## config.mk

```make
export PLATFORM = sky130hd
export DESIGN_NAME = axis_pkt_gen_flat
export DESIGN_NICKNAME = d
export VERILOG_FILES = /design/src/rtl/axis_pkg.sv /design/src/rtl/axis_pkt_gen_if.sv /design/src/rtl/axis_pkt_gen_payload.sv /design/src/rtl/axis_pkt_gen.sv /design/src/flat_wrapper.sv
export SDC_FILE = /design/constraint.sdc
export NUM_CORES = 1
export LEC_CHECK = 0
export CAP_MARGIN = 10
export CORE_MARGIN = 8
export CORE_UTILIZATION = 35
export CTS_BUF_LIST = sky130_fd_sc_hd__clkbuf_4 sky130_fd_sc_hd__clkbuf_8
export CTS_CLUSTER_DIAMETER = 120
export CTS_CLUSTER_SIZE = 25
export DETAILED_ROUTE_END_ITERATION = 10
export SLEW_MARGIN = 20
export SYNTH_ARGS = -nofsm -noshare
export SYNTH_HDL_FRONTEND = slang
export SYNTH_SLANG_ARGS = --single-unit
```

## constraint.sdc

```tcl
create_clock -name CLK -period 9.6 [get_ports CLK]
set_input_delay 1.92 -clock CLK [delete_from_list [all_inputs] [get_ports CLK]]
set_output_delay 1.92 -clock CLK [all_outputs]
set_load 0.02 [all_outputs]
```

## src/rtl/axis_pkg.sv

```systemverilog
// ============================================================================
// Module : axis_pkg
// Desc   : Shared types and helpers for the AXIS packet generator.
// Rev    : 1.0  initial release
// ============================================================================
`default_nettype none

package axis_pkg;

    localparam int unsigned MAX_BPB = 128;

    typedef enum logic [1:0] {
        IDLE = 2'd0,
        SEND = 2'd1,
        GAP  = 2'd2
    } pkt_gen_state_t;

    // Remainder 0 means the final beat is full.
    function automatic logic [MAX_BPB-1:0] keep_mask(input int unsigned rem,
                                                     input int unsigned bpb);
        logic [MAX_BPB-1:0] m;
        for (int unsigned i = 0; i < MAX_BPB; i++) begin
            m[i] = (rem == 0) ? (i < bpb) : (i < rem);
        end
        return m;
    endfunction

    function automatic int unsigned beats(input int unsigned len,
                                          input int unsigned bpb);
        return (len + bpb - 1) / bpb;
    endfunction

endpackage

`default_nettype wire

```

## src/rtl/axis_pkt_gen_if.sv

```systemverilog
// ============================================================================
// Module : axis_pkt_gen_if
// Desc   : AXI-Stream bus bundle with master/slave views.
// Rev    : 1.0  initial release
// ============================================================================
`default_nettype none

interface axis_pkt_gen_if #(
    parameter int DATA_WIDTH = 32,
    parameter int USER_WIDTH = 8,
    parameter int ID_WIDTH   = 4
) ();
    logic                    tvalid;
    logic                    tready;
    logic [DATA_WIDTH-1:0]   tdata;
    logic [USER_WIDTH-1:0]   tuser;
    logic [ID_WIDTH-1:0]     tid;
    logic [DATA_WIDTH/8-1:0] tkeep;
    logic                    tlast;

    modport master (
        output tvalid, tdata, tuser, tid, tkeep, tlast,
        input  tready
    );

    modport slave (
        input  tvalid, tdata, tuser, tid, tkeep, tlast,
        output tready
    );
endinterface

`default_nettype wire

```

## src/rtl/axis_pkt_gen_payload.sv

```systemverilog
// ============================================================================
// Module : axis_pkt_gen_payload
// Desc   : Combinational incrementing-byte payload word for one beat.
// Rev    : 1.0  initial release
// ============================================================================
`default_nettype none

module axis_pkt_gen_payload #(
    parameter int DATA_WIDTH = 32,
    parameter int LEN_WIDTH  = 16
) (
    input  wire logic [7:0]            seed,
    input  wire logic [7:0]            pkt_lsb,
    input  wire logic [LEN_WIDTH-1:0]  beat,
    output logic      [DATA_WIDTH-1:0] data
);
    localparam int BPB = DATA_WIDTH / 8;

    logic [7:0] w_beat_off;
    logic [7:0] w_base;

    assign w_beat_off = 8'(32'(beat) * 32'(BPB));
    assign w_base     = seed + pkt_lsb + w_beat_off;

    genvar j;
    generate
        for (j = 0; j < BPB; j++) begin : g_byte
            assign data[8*j +: 8] = w_base + 8'(j);
        end
    endgenerate

endmodule

`default_nettype wire

```

## src/rtl/axis_pkt_gen.sv

```systemverilog
// ============================================================================
// Module : axis_pkt_gen
// Desc   : AXI-Stream packet generator with incrementing-byte payload.
//          Optional statistics counters under `AXIS_PKT_GEN_STATS_EN.
// Rev    : 1.0  initial release
// ============================================================================
`default_nettype none

module axis_pkt_gen
    import axis_pkg::*;
#(
    parameter int DATA_WIDTH = 32,
    parameter int USER_WIDTH = 8,
    parameter int ID_WIDTH   = 4,
    parameter int LEN_WIDTH  = 16,
    parameter int GAP_WIDTH  = 8
) (
    input  wire logic                 CLK,
    input  wire logic                 RST,
    input  wire logic                 START,
    input  wire logic                 STOP,
    input  wire logic [LEN_WIDTH-1:0] CFG_LEN,
    input  wire logic [15:0]          CFG_COUNT,
    input  wire logic [GAP_WIDTH-1:0] CFG_GAP,
    input  wire logic [ID_WIDTH-1:0]  CFG_ID,
    input  wire logic [7:0]           CFG_SEED,
    output logic                      BUSY,
    output logic                      DONE,
    output logic [31:0]               STAT_PKTS,
    output logic [31:0]               STAT_BEATS,
    axis_pkt_gen_if.master            m_axis
);
    localparam int unsigned BPB = DATA_WIDTH / 8;

    pkt_gen_state_t state_q, state_d;

    logic [LEN_WIDTH-1:0]  nbeats_q, nbeats_d;
    logic [LEN_WIDTH-1:0]  beat_q, beat_d;
    logic [15:0]           count_q, count_d;
    logic [15:0]           pkt_q, pkt_d;
    logic [GAP_WIDTH-1:0]  gap_q, gap_d;
    logic [GAP_WIDTH-1:0]  gap_cnt_q, gap_cnt_d;
    logic [ID_WIDTH-1:0]   id_q, id_d;
    logic [7:0]            seed_q, seed_d;
    logic [BPB-1:0]        lkeep_q, lkeep_d;
    logic                  stop_pend_q, stop_pend_d;
    logic                  busy_q, busy_d;
    logic                  done_q, done_d;

    logic                  tvalid_q, tvalid_d;
    logic                  tlast_q, tlast_d;
    logic [DATA_WIDTH-1:0] tdata_q, tdata_d;
    logic [USER_WIDTH-1:0] tuser_q, tuser_d;
    logic [ID_WIDTH-1:0]   tid_q, tid_d;
    logic [BPB-1:0]        tkeep_q, tkeep_d;

    logic                  hs;
    logic                  start_acc;
    logic                  load;
    logic                  run_end;
    logic [15:0]           pkt_nxt;
    logic [LEN_WIDTH-1:0]  w_cfg_nbeats;
    logic [BPB-1:0]        w_cfg_lkeep;
    logic                  w_last_nxt;
    logic [BPB-1:0]        w_keep_nxt;
    logic [DATA_WIDTH-1:0] w_payload;
    logic [DATA_WIDTH-1:0] w_data_nxt;
    logic [USER_WIDTH-1:0] w_user_nxt;

    assign hs        = tvalid_q & m_axis.tready;
    assign start_acc = (state_q == IDLE) && START && (CFG_LEN != '0);
    assign pkt_nxt   = pkt_q + 16'd1;
    assign run_end   = ((count_q != 16'd0) && (pkt_nxt == count_q)) || stop_pend_q || STOP;

    assign w_cfg_nbeats = LEN_WIDTH'(beats(32'(CFG_LEN), BPB));
    assign w_cfg_lkeep  = BPB'(keep_mask(32'(CFG_LEN) % BPB, BPB));

    // Control path: decides whether a new beat is loaded onto the bus this edge.
    always_comb begin
        state_d     = state_q;
        nbeats_d    = nbeats_q;
        beat_d      = beat_q;
        count_d     = count_q;
        pkt_d       = pkt_q;
        gap_d       = gap_q;
        gap_cnt_d   = gap_cnt_q;
        id_d        = id_q;
        seed_d      = seed_q;
        lkeep_d     = lkeep_q;
        stop_pend_d = stop_pend_q;
        busy_d      = busy_q;
        done_d      = 1'b0;
        load        = 1'b0;

        case (state_q)
            IDLE: begin
                if (start_acc) begin
                    nbeats_d    = w_cfg_nbeats;
                    lkeep_d     = w_cfg_lkeep;
                    count_d     = CFG_COUNT;
                    gap_d       = CFG_GAP;
                    id_d        = CFG_ID;
                    seed_d      = CFG_SEED;
                    pkt_d       = 16'd0;
                    beat_d      = '0;
                    stop_pend_d = 1'b0;
                    busy_d      = 1'b1;
                    state_d     = SEND;
                    load        = 1'b1;
                end
            end
            SEND: begin
                if (STOP) begin
                    stop_pend_d = 1'b1;
                end
                if (hs) begin
                    if (!tlast_q) begin
                        beat_d = beat_q + LEN_WIDTH'(1);
                        load   = 1'b1;
                    end else begin
                        pkt_d  = pkt_nxt;
                        beat_d = '0;
                        if (run_end) begin
                            state_d = IDLE;
                            busy_d  = 1'b0;
                            done_d  = 1'b1;
                        end else if (gap_q != '0) begin
                            state_d   = GAP;
                            gap_cnt_d = gap_q;
                        end else begin
                            load = 1'b1;
                        end
                    end
                end
            end
            GAP: begin
                if (stop_pend_q || STOP) begin
                    state_d = IDLE;
                    busy_d  = 1'b0;
                    done_d  = 1'b1;
                end else if (gap_cnt_q == GAP_WIDTH'(1)) begin
                    state_d = SEND;
                    load    = 1'b1;
                end else begin
                    gap_cnt_d = gap_cnt_q - GAP_WIDTH'(1);
                end
            end
            default: begin
                state_d = IDLE;
                busy_d  = 1'b0;
            end
        endcase
    end

    // The beat being loaded is described entirely by the next-state registers.
    axis_pkt_gen_payload #(
        .DATA_WIDTH (DATA_WIDTH),
        .LEN_WIDTH  (LEN_WIDTH)
    ) u_payload (
        .seed    (seed_d),
        .pkt_lsb (pkt_d[7:0]),
        .beat    (beat_d),
        .data    (w_payload)
    );

    assign w_last_nxt = (beat_d == nbeats_d - LEN_WIDTH'(1));
    assign w_keep_nxt = w_last_nxt ? lkeep_d : {BPB{1'b1}};

    genvar j;
    generate
        for (j = 0; j < int'(BPB); j++) begin : g_mask
            assign w_data_nxt[8*j +: 8] = w_payload[8*j +: 8] & {8{w_keep_nxt[j]}};
        end
        if (USER_WIDTH <= 16) begin : g_user_narrow
            assign w_user_nxt = pkt_d[USER_WIDTH-1:0];
        end else begin : g_user_wide
            assign w_user_nxt = {{(USER_WIDTH-16){1'b0}}, pkt_d};
        end
    endgenerate

    always_comb begin
        tvalid_d = tvalid_q;
        tlast_d  = tlast_q;
        tdata_d  = tdata_q;
        tuser_d  = tuser_q;
        tid_d    = tid_q;
        tkeep_d  = tkeep_q;
        if (hs) begin
            tvalid_d = 1'b0;
            tlast_d  = 1'b0;
        end
        if (load) begin
            tvalid_d = 1'b1;
            tlast_d  = w_last_nxt;
            tdata_d  = w_data_nxt;
            tuser_d  = w_user_nxt;
            tid_d    = id_d;
            tkeep_d  = w_keep_nxt;
        end
    end

    always_ff @(posedge CLK) begin
        if (RST) begin
            state_q     <= IDLE;
            nbeats_q    <= '0;
            beat_q      <= '0;
            count_q     <= '0;
            pkt_q       <= '0;
            gap_q       <= '0;
            gap_cnt_q   <= '0;
            id_q        <= '0;
            seed_q      <= '0;
            lkeep_q     <= '0;
            stop_pend_q <= 1'b0;
            busy_q      <= 1'b0;
            done_q      <= 1'b0;
            tvalid_q    <= 1'b0;
            tlast_q     <= 1'b0;
            tdata_q     <= '0;
            tuser_q     <= '0;
            tid_q       <= '0;
            tkeep_q     <= '0;
        end else begin
            state_q     <= state_d;
            nbeats_q    <= nbeats_d;
            beat_q      <= beat_d;
            count_q     <= count_d;
            pkt_q       <= pkt_d;
            gap_q       <= gap_d;
            gap_cnt_q   <= gap_cnt_d;
            id_q        <= id_d;
            seed_q      <= seed_d;
            lkeep_q     <= lkeep_d;
            stop_pend_q <= stop_pend_d;
            busy_q      <= busy_d;
            done_q      <= done_d;
            tvalid_q    <= tvalid_d;
            tlast_q     <= tlast_d;
            tdata_q     <= tdata_d;
            tuser_q     <= tuser_d;
            tid_q       <= tid_d;
            tkeep_q     <= tkeep_d;
        end
    end

`ifdef AXIS_PKT_GEN_STATS_EN
    logic [31:0] stat_pkts_q, stat_pkts_d;
    logic [31:0] stat_beats_q, stat_beats_d;

    always_comb begin
        stat_pkts_d  = stat_pkts_q;
        stat_beats_d = stat_beats_q;
        if (start_acc) begin
            stat_pkts_d  = 32'd0;
            stat_beats_d = 32'd0;
        end else if (hs) begin
            if (stat_beats_q != 32'hFFFF_FFFF) begin
                stat_beats_d = stat_beats_q + 32'd1;
            end
            if (tlast_q && (stat_pkts_q != 32'hFFFF_FFFF)) begin
                stat_pkts_d = stat_pkts_q + 32'd1;
            end
        end
    end

    always_ff @(posedge CLK) begin
        if (RST) begin
            stat_pkts_q  <= 32'd0;
            stat_beats_q <= 32'd0;
        end else begin
            stat_pkts_q  <= stat_pkts_d;
            stat_beats_q <= stat_beats_d;
        end
    end

    assign STAT_PKTS  = stat_pkts_q;
    assign STAT_BEATS = stat_beats_q;
`else
    assign STAT_PKTS  = 32'd0;
    assign STAT_BEATS = 32'd0;
`endif

    assign BUSY          = busy_q;
    assign DONE          = done_q;
    assign m_axis.tvalid = tvalid_q;
    assign m_axis.tlast  = tlast_q;
    assign m_axis.tdata  = tdata_q;
    assign m_axis.tuser  = tuser_q;
    assign m_axis.tid    = tid_q;
    assign m_axis.tkeep  = tkeep_q;

endmodule

`default_nettype wire

```

## src/flat_wrapper.sv

```systemverilog
// flat-port wrapper written by rule: the top's interface ports become plain ports
module axis_pkt_gen_flat import axis_pkg::*;
#(
    parameter int DATA_WIDTH = 32,
    parameter int USER_WIDTH = 8,
    parameter int ID_WIDTH   = 4,
    parameter int LEN_WIDTH  = 16,
    parameter int GAP_WIDTH  = 8
)
  (CLK, RST, START, STOP, CFG_LEN, CFG_COUNT, CFG_GAP, CFG_ID, CFG_SEED, BUSY, DONE, STAT_PKTS, STAT_BEATS, m_axis_tvalid, m_axis_tdata, m_axis_tuser, m_axis_tid, m_axis_tkeep, m_axis_tlast, m_axis_tready);
  axis_pkt_gen_if #(.DATA_WIDTH(DATA_WIDTH), .USER_WIDTH(USER_WIDTH), .ID_WIDTH(ID_WIDTH)) m_axis_i ();
  input  wire logic CLK;
  input  wire logic RST;
  input  wire logic START;
  input  wire logic STOP;
  input  wire logic [LEN_WIDTH-1:0] CFG_LEN;
  input  wire logic [15:0] CFG_COUNT;
  input  wire logic [GAP_WIDTH-1:0] CFG_GAP;
  input  wire logic [ID_WIDTH-1:0] CFG_ID;
  input  wire logic [7:0] CFG_SEED;
  output logic BUSY;
  output logic DONE;
  output logic [31:0] STAT_PKTS;
  output logic [31:0] STAT_BEATS;
  output wire logic [$bits(m_axis_i.tvalid)-1:0] m_axis_tvalid;
  output wire logic [$bits(m_axis_i.tdata)-1:0] m_axis_tdata;
  output wire logic [$bits(m_axis_i.tuser)-1:0] m_axis_tuser;
  output wire logic [$bits(m_axis_i.tid)-1:0] m_axis_tid;
  output wire logic [$bits(m_axis_i.tkeep)-1:0] m_axis_tkeep;
  output wire logic [$bits(m_axis_i.tlast)-1:0] m_axis_tlast;
  input wire logic [$bits(m_axis_i.tready)-1:0] m_axis_tready;
  assign m_axis_tvalid = m_axis_i.tvalid;
  assign m_axis_tdata = m_axis_i.tdata;
  assign m_axis_tuser = m_axis_i.tuser;
  assign m_axis_tid = m_axis_i.tid;
  assign m_axis_tkeep = m_axis_i.tkeep;
  assign m_axis_tlast = m_axis_i.tlast;
  assign m_axis_i.tready = m_axis_tready;
  axis_pkt_gen #(.DATA_WIDTH(DATA_WIDTH), .USER_WIDTH(USER_WIDTH), .ID_WIDTH(ID_WIDTH), .LEN_WIDTH(LEN_WIDTH), .GAP_WIDTH(GAP_WIDTH)) u_core (.CLK(CLK), .RST(RST), .START(START), .STOP(STOP), .CFG_LEN(CFG_LEN), .CFG_COUNT(CFG_COUNT), .CFG_GAP(CFG_GAP), .CFG_ID(CFG_ID), .CFG_SEED(CFG_SEED), .BUSY(BUSY), .DONE(DONE), .STAT_PKTS(STAT_PKTS), .STAT_BEATS(STAT_BEATS), .m_axis(m_axis_i));
endmodule
```

## Word-level counts from Yosys, hierarchy flattened

Cells that the tools add are included.

- Output and inout bits: 116
- Logic and storage cells: 138
- Bits in registers: 151
- Input port bits: 57

- Equality and inequality tests: 17
- Mux-type cells: 61
- Magnitude comparators: 4
- Reductions and logical operators: 20
- $add $sub $neg: 11
- Bitwise operators: 5

Operators by type and width:

| kind | count |
|---|---|
| $mux W16 | 8 |
| $mux W8 | 8 |
| $pmux W16 S2 | 2 |
| $add A16 B1 Y16 const B | 2 |
| $and A8 B8 Y8 | 4 |
| $eq A16 B16 Y1 | 2 |
| $logic_not A32 Y1 | 1 |
| $reduce_bool A16 Y1 | 2 |
| $mux W1 | 25 |
| $mux W4 | 5 |
| $sub A18 B1 Y18 const B | 1 |
| $add A16 B3 Y17 const B | 1 |
| $add A8 B2 Y8 const B | 2 |
| $add A8 B8 Y8 | 2 |
| $pmux W8 S2 | 1 |
| $sub A16 B1 Y16 const B | 1 |
| $mux W2 | 7 |
| $ne A2 B1 Y1 const B | 6 |
| $reduce_and A5 Y1 | 2 |
| $add A8 B1 Y8 const B | 1 |
| $eq A8 B1 Y1 const B | 1 |
| $ne A2 B2 Y1 const B | 4 |
| $reduce_bool A8 Y1 | 1 |
| $sub A8 B1 Y8 const B | 1 |
| other kinds (17) | 28 |

## Depth between registers and ports, before layout

- Depth in word-level cells: 10
- Gate-level depth with buffers: 26
- Depth with buffers taken out: 22

## Modules after synthesis

Synthesis repeated with hierarchy kept, for this count alone.

- Cells, all modules: 1211
- Area total of the unflattened synthesis: 9785.6 um^2

Modules (own cells, without submodules):

| module | instances | cells each | area an instance (um^2) | seq. area each (um^2) |
|---|---|---|---|---|
| axis_pkt_gen | 1 | 1117 | 8954.8 | 3022.9 |
| axis_pkt_gen_payload | 1 | 94 | 830.8 | 0.0 |

## Worst setup path before layout

Ideal clock, no wire load.

- Path type: input to register
- Start: input CFG_LEN[1]
- End: register u_core.tdata_q[15] (netlist: u_core.m_axis.tdata[15])
- Slack: 2.691 ns
- Arrival time: 6.821 ns
- Cell stages on the path: 26
- Required time: 9.512 ns
- Library setup time: 0.088 ns
- Buffers on the path: 6
- Cells stage by stage: inv_1 > ha_1 > clkbuf_1 > nor4b_2 > a41o_1 > buf_2 > clkbuf_1 > clkbuf_1 > clkbuf_1 > clkbuf_1 > nand2_1 > nand2_1 > ha_1 > ha_1 > inv_1 > fa_1 > inv_1 > a21oi_1 > o21bai_1 > a21o_1 > a21oi_1 > xnor2_1 > xnor2_1 > xnor2_1 > xor2_1 > o31ai_1

- Cells in the longest elaborated chain, start to end: 8
- Elaborated cells between the ends (all ways): 26
- Those cells by class: 6 x add/sub; 1 x order compare; 1 x eq/ne; 14 x mux; 1 x bitwise; 3 x reduce/logical

Ends and longest elaborated chain:

| element | line | source |
|---|---|---|
| start: declaration | flat_wrapper.sv:16 | `input wire logic [LEN_WIDTH-1:0] CFG_LEN;` |
| $reduce_bool A16 Y1 | axis_pkt_gen.sv:71 | `assign start_acc = (state_q == IDLE) && START && (CFG_LEN != '0);` |
| $logic_and A1 B1 Y1 | axis_pkt_gen.sv:71 |  |
| $mux W8 | axis_pkt_gen.sv:97 | `if (start_acc) begin` |
| $mux W8 | axis_pkt_gen.sv:95 | `case (state_q)` |
| via u_core.seed_d[1] | axis_pkt_gen.sv:44 | `logic [7:0] seed_q, seed_d;` |
| $add A8 B8 Y8 (2 in a row) | axis_pkt_gen_payload.sv:23 | `assign w_base = seed + pkt_lsb + w_beat_off;` |
| $add A8 B1 Y8 | axis_pkt_gen_payload.sv:28 | `assign data[8*j +: 8] = w_base + 8'(j);` |
| $and A8 B8 Y8 | axis_pkt_gen.sv:172 | `assign w_data_nxt[8*j +: 8] = w_payload[8*j +: 8] & {8{w_keep_nxt[j]}};` |
| end signal: assignment | axis_pkt_gen.sv:239 | `tdata_q <= tdata_d;` |
| end: declaration | axis_pkt_gen.sv:52 | `logic [DATA_WIDTH-1:0] tdata_q, tdata_d;` |

The timed path passes the listed nets, and every way through them passes these cells. The select of a mux whose other input is x is not followed.
A chain may end at the register's enable or synchronous reset.

## Final worst setup path

- Start: input CFG_LEN[0]
- End: register u_core.tdata_q[9] (netlist: u_core.m_axis.tdata[9])

- Cells in the longest elaborated chain, start to end: 8
- Elaborated cells between the ends (all ways): 26
- Those cells by class: 6 x add/sub; 1 x order compare; 1 x eq/ne; 14 x mux; 1 x bitwise; 3 x reduce/logical

Ends and longest elaborated chain:

| element | line |
|---|---|
| $add A16 B3 Y17 / $reduce_bool A16 Y1 (equally long branches) | axis_pkg.sv:30, axis_pkt_gen.sv:71 |
| $sub A18 B1 Y18 / $logic_and A1 B1 Y1 (equally long branches) | axis_pkg.sv:30, axis_pkt_gen.sv:71 |
| $mux W16 / $mux W8 (equally long branches) | axis_pkt_gen.sv:97 |
| $mux W16, or another cell as far along | axis_pkt_gen.sv:95 |
| $sub A16 B1 Y16 / $add A8 B8 Y8 (equally long branches) | axis_pkt_gen.sv:166, axis_pkt_gen_payload.sv:23 |
| $eq A16 B16 Y1 / $add A8 B8 Y8 (equally long branches) | axis_pkt_gen.sv:166, axis_pkt_gen_payload.sv:23 |
| $mux W4 / $add A8 B1 Y8 (equally long branches) | axis_pkt_gen.sv:167, axis_pkt_gen_payload.sv:28 |
| $and A8 B8 Y8 | axis_pkt_gen.sv:172 |

Several ways; a longest one is shown, not always the timed one. The select of a mux whose other input is x is not followed.

==> flow_summary.yaml <==
outcome:
  status: "finished clean"
global_route:
  grt_max_degree: 81
  grt_first_pass_wirelength_um: 42900
  grt_usage_pct: 15.6
  antenna_found_initial: 0
  use_met3_pct: 3.33
  use_met2_pct: 24.3
  gr-max-usage-layer: "met2"
  use_met1_pct: 21.9
  grt_pass1_vias: 8157
  grt_overflow: 0
drt:
  vias: 8522
  ant_nets: 0
  drt-initial-drc-count: 741
  vias_per_cell: 5.24
  routedWlPerCell_um: 16.0
  wl_um: 26000
  drc_errors: 0
  firstDrtPassIters: 5
yosys:
  syn_area_per_cell_um2: 7.85
  ys_seq_area_share_pct: 32.0
  syn_area_um2: 9450
  synth.yosys.warnings: 0
  synth.area.top_cells: "dfxtp_1 (32%), nand2_1 (6.0%), xnor2_1 (5.7%)"
  synth_commonest_cells: "dfxtp_1 (151), nand2_1 (151), nor2_1 (117), a21oi_1 (83), buf_4 (65)"
  async_reset_ff_share_pct: 0
  yosys_most_used_dff: "dfxtp_1"
  synthCells: 1204
  synth-edff-count: 0
  synth_top_area_cell: "dfxtp_1"
  synth_cell_types: 74
  synth-seq-cells: 151
  synth_top_area_share_pct: 32.0
critical_path:
  path_class: "primary input to flop"
  cp.depth: 18
  crit_path_end_kind: "flop"
  slowest_stage: "a41o_2"
  cp_max_fo: 33
  cp_num_buf_inv: 3
  crit_chain: "clkdlybuf4s50_1 -> inv_1 -> ha_1 -> nor4b_2 -> a41o_2 -> nor2_1 -> a21oi_1 -> ha_1 -> inv_1 -> or2_2 -> nor4_1 -> a41oi_1 -> xnor2_1 -> xnor2_1 -> nor4_1 -> nand4bb_1 -> nor3_1 -> o21ai_0"
  cpPeakStageDelay_ps: 790
  critPathArrivalTime_ps: 7640
  required_ps: 9910
  critPathTopFamily: "simple AND/OR/NAND/NOR gates"
  crit_path_start_kind: "primary input"
  worstRegToRegCells: 17
worst_hold_path:
  hold-path-cell-count: 2
  hold_class: "flop to flop"
power_and_ir_drop:
  leakagePower_nw: 4.14
  p_comb_share_pct: 42.3
  p_sw_uw: 899
  switching_share_pct: 41.2
  clkPwrFrac_pct: 21.8
  p_int_mw: 1.28
  power_frac_seq_pct: 35.8
  vdd_drop_max_v: 0.0000871
  powerDensity_nw_per_um2: 200
die:
  fp.dieH_um: 180
  die_width_um: 180
  start_util_pct: 35.4
  row_count: 60
  core_um2: 26700
  die_area_um2: 32500
  ios: 173
clock_tree:
  cts_sinks: 151
  htreeDepth: 4
  cts_max_path_buffers: 2
  worstSkewPairLatency_ps: 460
  root_buffer: "clkbuf_8"
  cts_resized: 0
  path_clk_slew_ps: 80
  cts_buffers: 17
  postCtsSetupRepairBufs: 0
  cts_hold_buf: 0
  tritoncts: "built"
final_layout:
  n_antenna_cell: 0
  syn2layout_area_growth_pct: 15.5
  stdcell_area_um2: 10900
  fillers: 2766
  nets: 1359
  drive_gt1_share_pct: 4.83
sta:
  hold_viol_final: 0
  max_freq_mhz: 136
  tns_ps: 0
  worst_pin_slew_ps: 1000
  setup_viol: 0
  fin_crit_sh_pct: 76.4
  post-route-min-period_ps: 7330
  clock_skew_ps: 12.4
  relSlewSlack_pct: 33.2
  slew_viol_final: 0
  rsz0062_at_grt: "no"
run:
  cap_violations: 0
placed_design:
  hpwl_um: 19600
  gp_congestion: 0.843
  port_buffers: 108
  place_area_um2: 10500
-- metrics by stage --
stage | std cells | setup slack (ps) | util (%) | hold WS, ps | total power, mW
finish | 1625 | 2270 | 40.9 | 456 | 2.18
detailed placement | 1593 | 1770 | 39.4 | 446 | 1.72
global placement | 1593 | 2020 | 39.4 | 439 | 1.71
CTS | 1625 | 2270 | 40.8 | 467 | 2.20
floorplan | 1267 | 2690 | - | 440 | 1.44
global route | 1625 | 1590 | 40.9 | 482 | 2.33
-- final timing paths --
kind                           start                      end  slack, ps
max                       CFG_LEN[0]   u_core.m_axis.tdata[9]       2270
min          u_core.m_axis.tdata[26]  u_core.m_axis.tdata[26]        460
max reg2reg        u_core.state_q[0]   u_core.m_axis.tdata[9]       4120
min reg2reg  u_core.m_axis.tdata[26]  u_core.m_axis.tdata[26]        460
-- worst reg2reg max path, stage by stage, from the launching register on --
cell	delay (ps)
dfxtp_1	350
inv_1	90
ha_1	310
nand2_1	230
a41o_2	570
or3_1	470
o21ai_0	120
ha_1	260
inv_1	60
or2_2	300
nor4_1	270
a41oi_1	280
xnor2_1	220
xnor2_1	140
nor4_1	470
nand4bb_1	300
nor3_1	710
o21ai_0	200
-- power by group through the flow --
| stage | clock [mW] | sequential (mW) | combinational [mW] |
|---|---|---|---|
| after floorplan | 0 | 0.836 | 0.608 |
| after global placement | 0 | 0.796 | 0.911 |
| after detailed placement | 0 | 0.798 | 0.920 |
| after CTS | 0.489 | 0.784 | 0.924 |
| after global routing | 0.515 | 0.796 | 1.02 |
| final | 0.477 | 0.782 | 0.924 |
-- routing by layer --
metal / up-vias / wire [um]
li1: 4299 / -
met1: 3977 / 13000
met2: 233 / 11400
met3: 13 / 1340
met4: 0 / 196
met5: - / 0
-- cell type report --
class	instances	area, um^2	share of cell area, %
Clock buffer	17	234	2.14
Clock inverter	15	143	1.31
Inverter	40	150	1.38
Multi-Input combinational cell	946	5810	53.2
Sequential cell	151	3020	27.7
Tap cell	341	427	3.91
Timing Repair Buffer	115	1130	10.4
-- placed cells by master, fill, tap and decap left out, types with 8 or more instances in the layout --
master / netlist / final
and2_1: 9 / 9
o21ai_0: 53 / 53
dfxtp_1: 151 / 151
clkdlybuf4s50_1: 0 / 107
xor2_1: 29 / 29
inv_1: 39 / 39
a211oi_1: 27 / 27
o22ai_1: 10 / 10
o31ai_1: 18 / 18
nor2_1: 117 / 116
or3_1: 12 / 12
nand2_1: 151 / 151
xnor2_1: 61 / 61
a22oi_1: 8 / 8
mux2i_1: 15 / 15
buf_4: 65 / 8
and3_1: 23 / 23
nor4_1: 20 / 20
nor3_1: 27 / 27
a31oi_1: 13 / 13
conb_1: 1 / 64
nand3_1: 27 / 27
a21oi_1: 83 / 83
ha_1: 25 / 25
nand4_1: 18 / 18
a21o_1: 8 / 8
clkbuf_8: 0 / 17
-- flip-flops by register name, summed over array words and instances, names as in the netlist --
register and cells:
u_core.BUSY 1, u_core.DONE 1, u_core.beat_q 16, u_core.count_q 16, u_core.gap_cnt_q 8, u_core.gap_q 8
u_core.id_q 4, u_core.lkeep_q 4, u_core.m_axis.tdata 32, u_core.m_axis.tid 4, u_core.m_axis.tkeep 4, u_core.m_axis.tlast 1
u_core.m_axis.tuser 8, u_core.m_axis.tvalid 1, u_core.nbeats_q 16, u_core.pkt_q 16, u_core.seed_q 8, u_core.state_q 2
u_core.stop_pend_q 1
-- logic make-up (layout without fill, tap and decap cells) --
family,after synthesis,count (layout),share of synthesized area [%]
other,1,64,0.0397
AOI/OAI and AO/OA,297,297,20.9
xor gates and xnor gates,90,90,8.34
and+or+nand+nor,445,445,22.6
buffers and inverters,170,187,9.46
adders and majority gates,32,32,4.69
DFF,151,151,32.0
muxes,18,18,1.97
(Power assumes the default switching activity.)
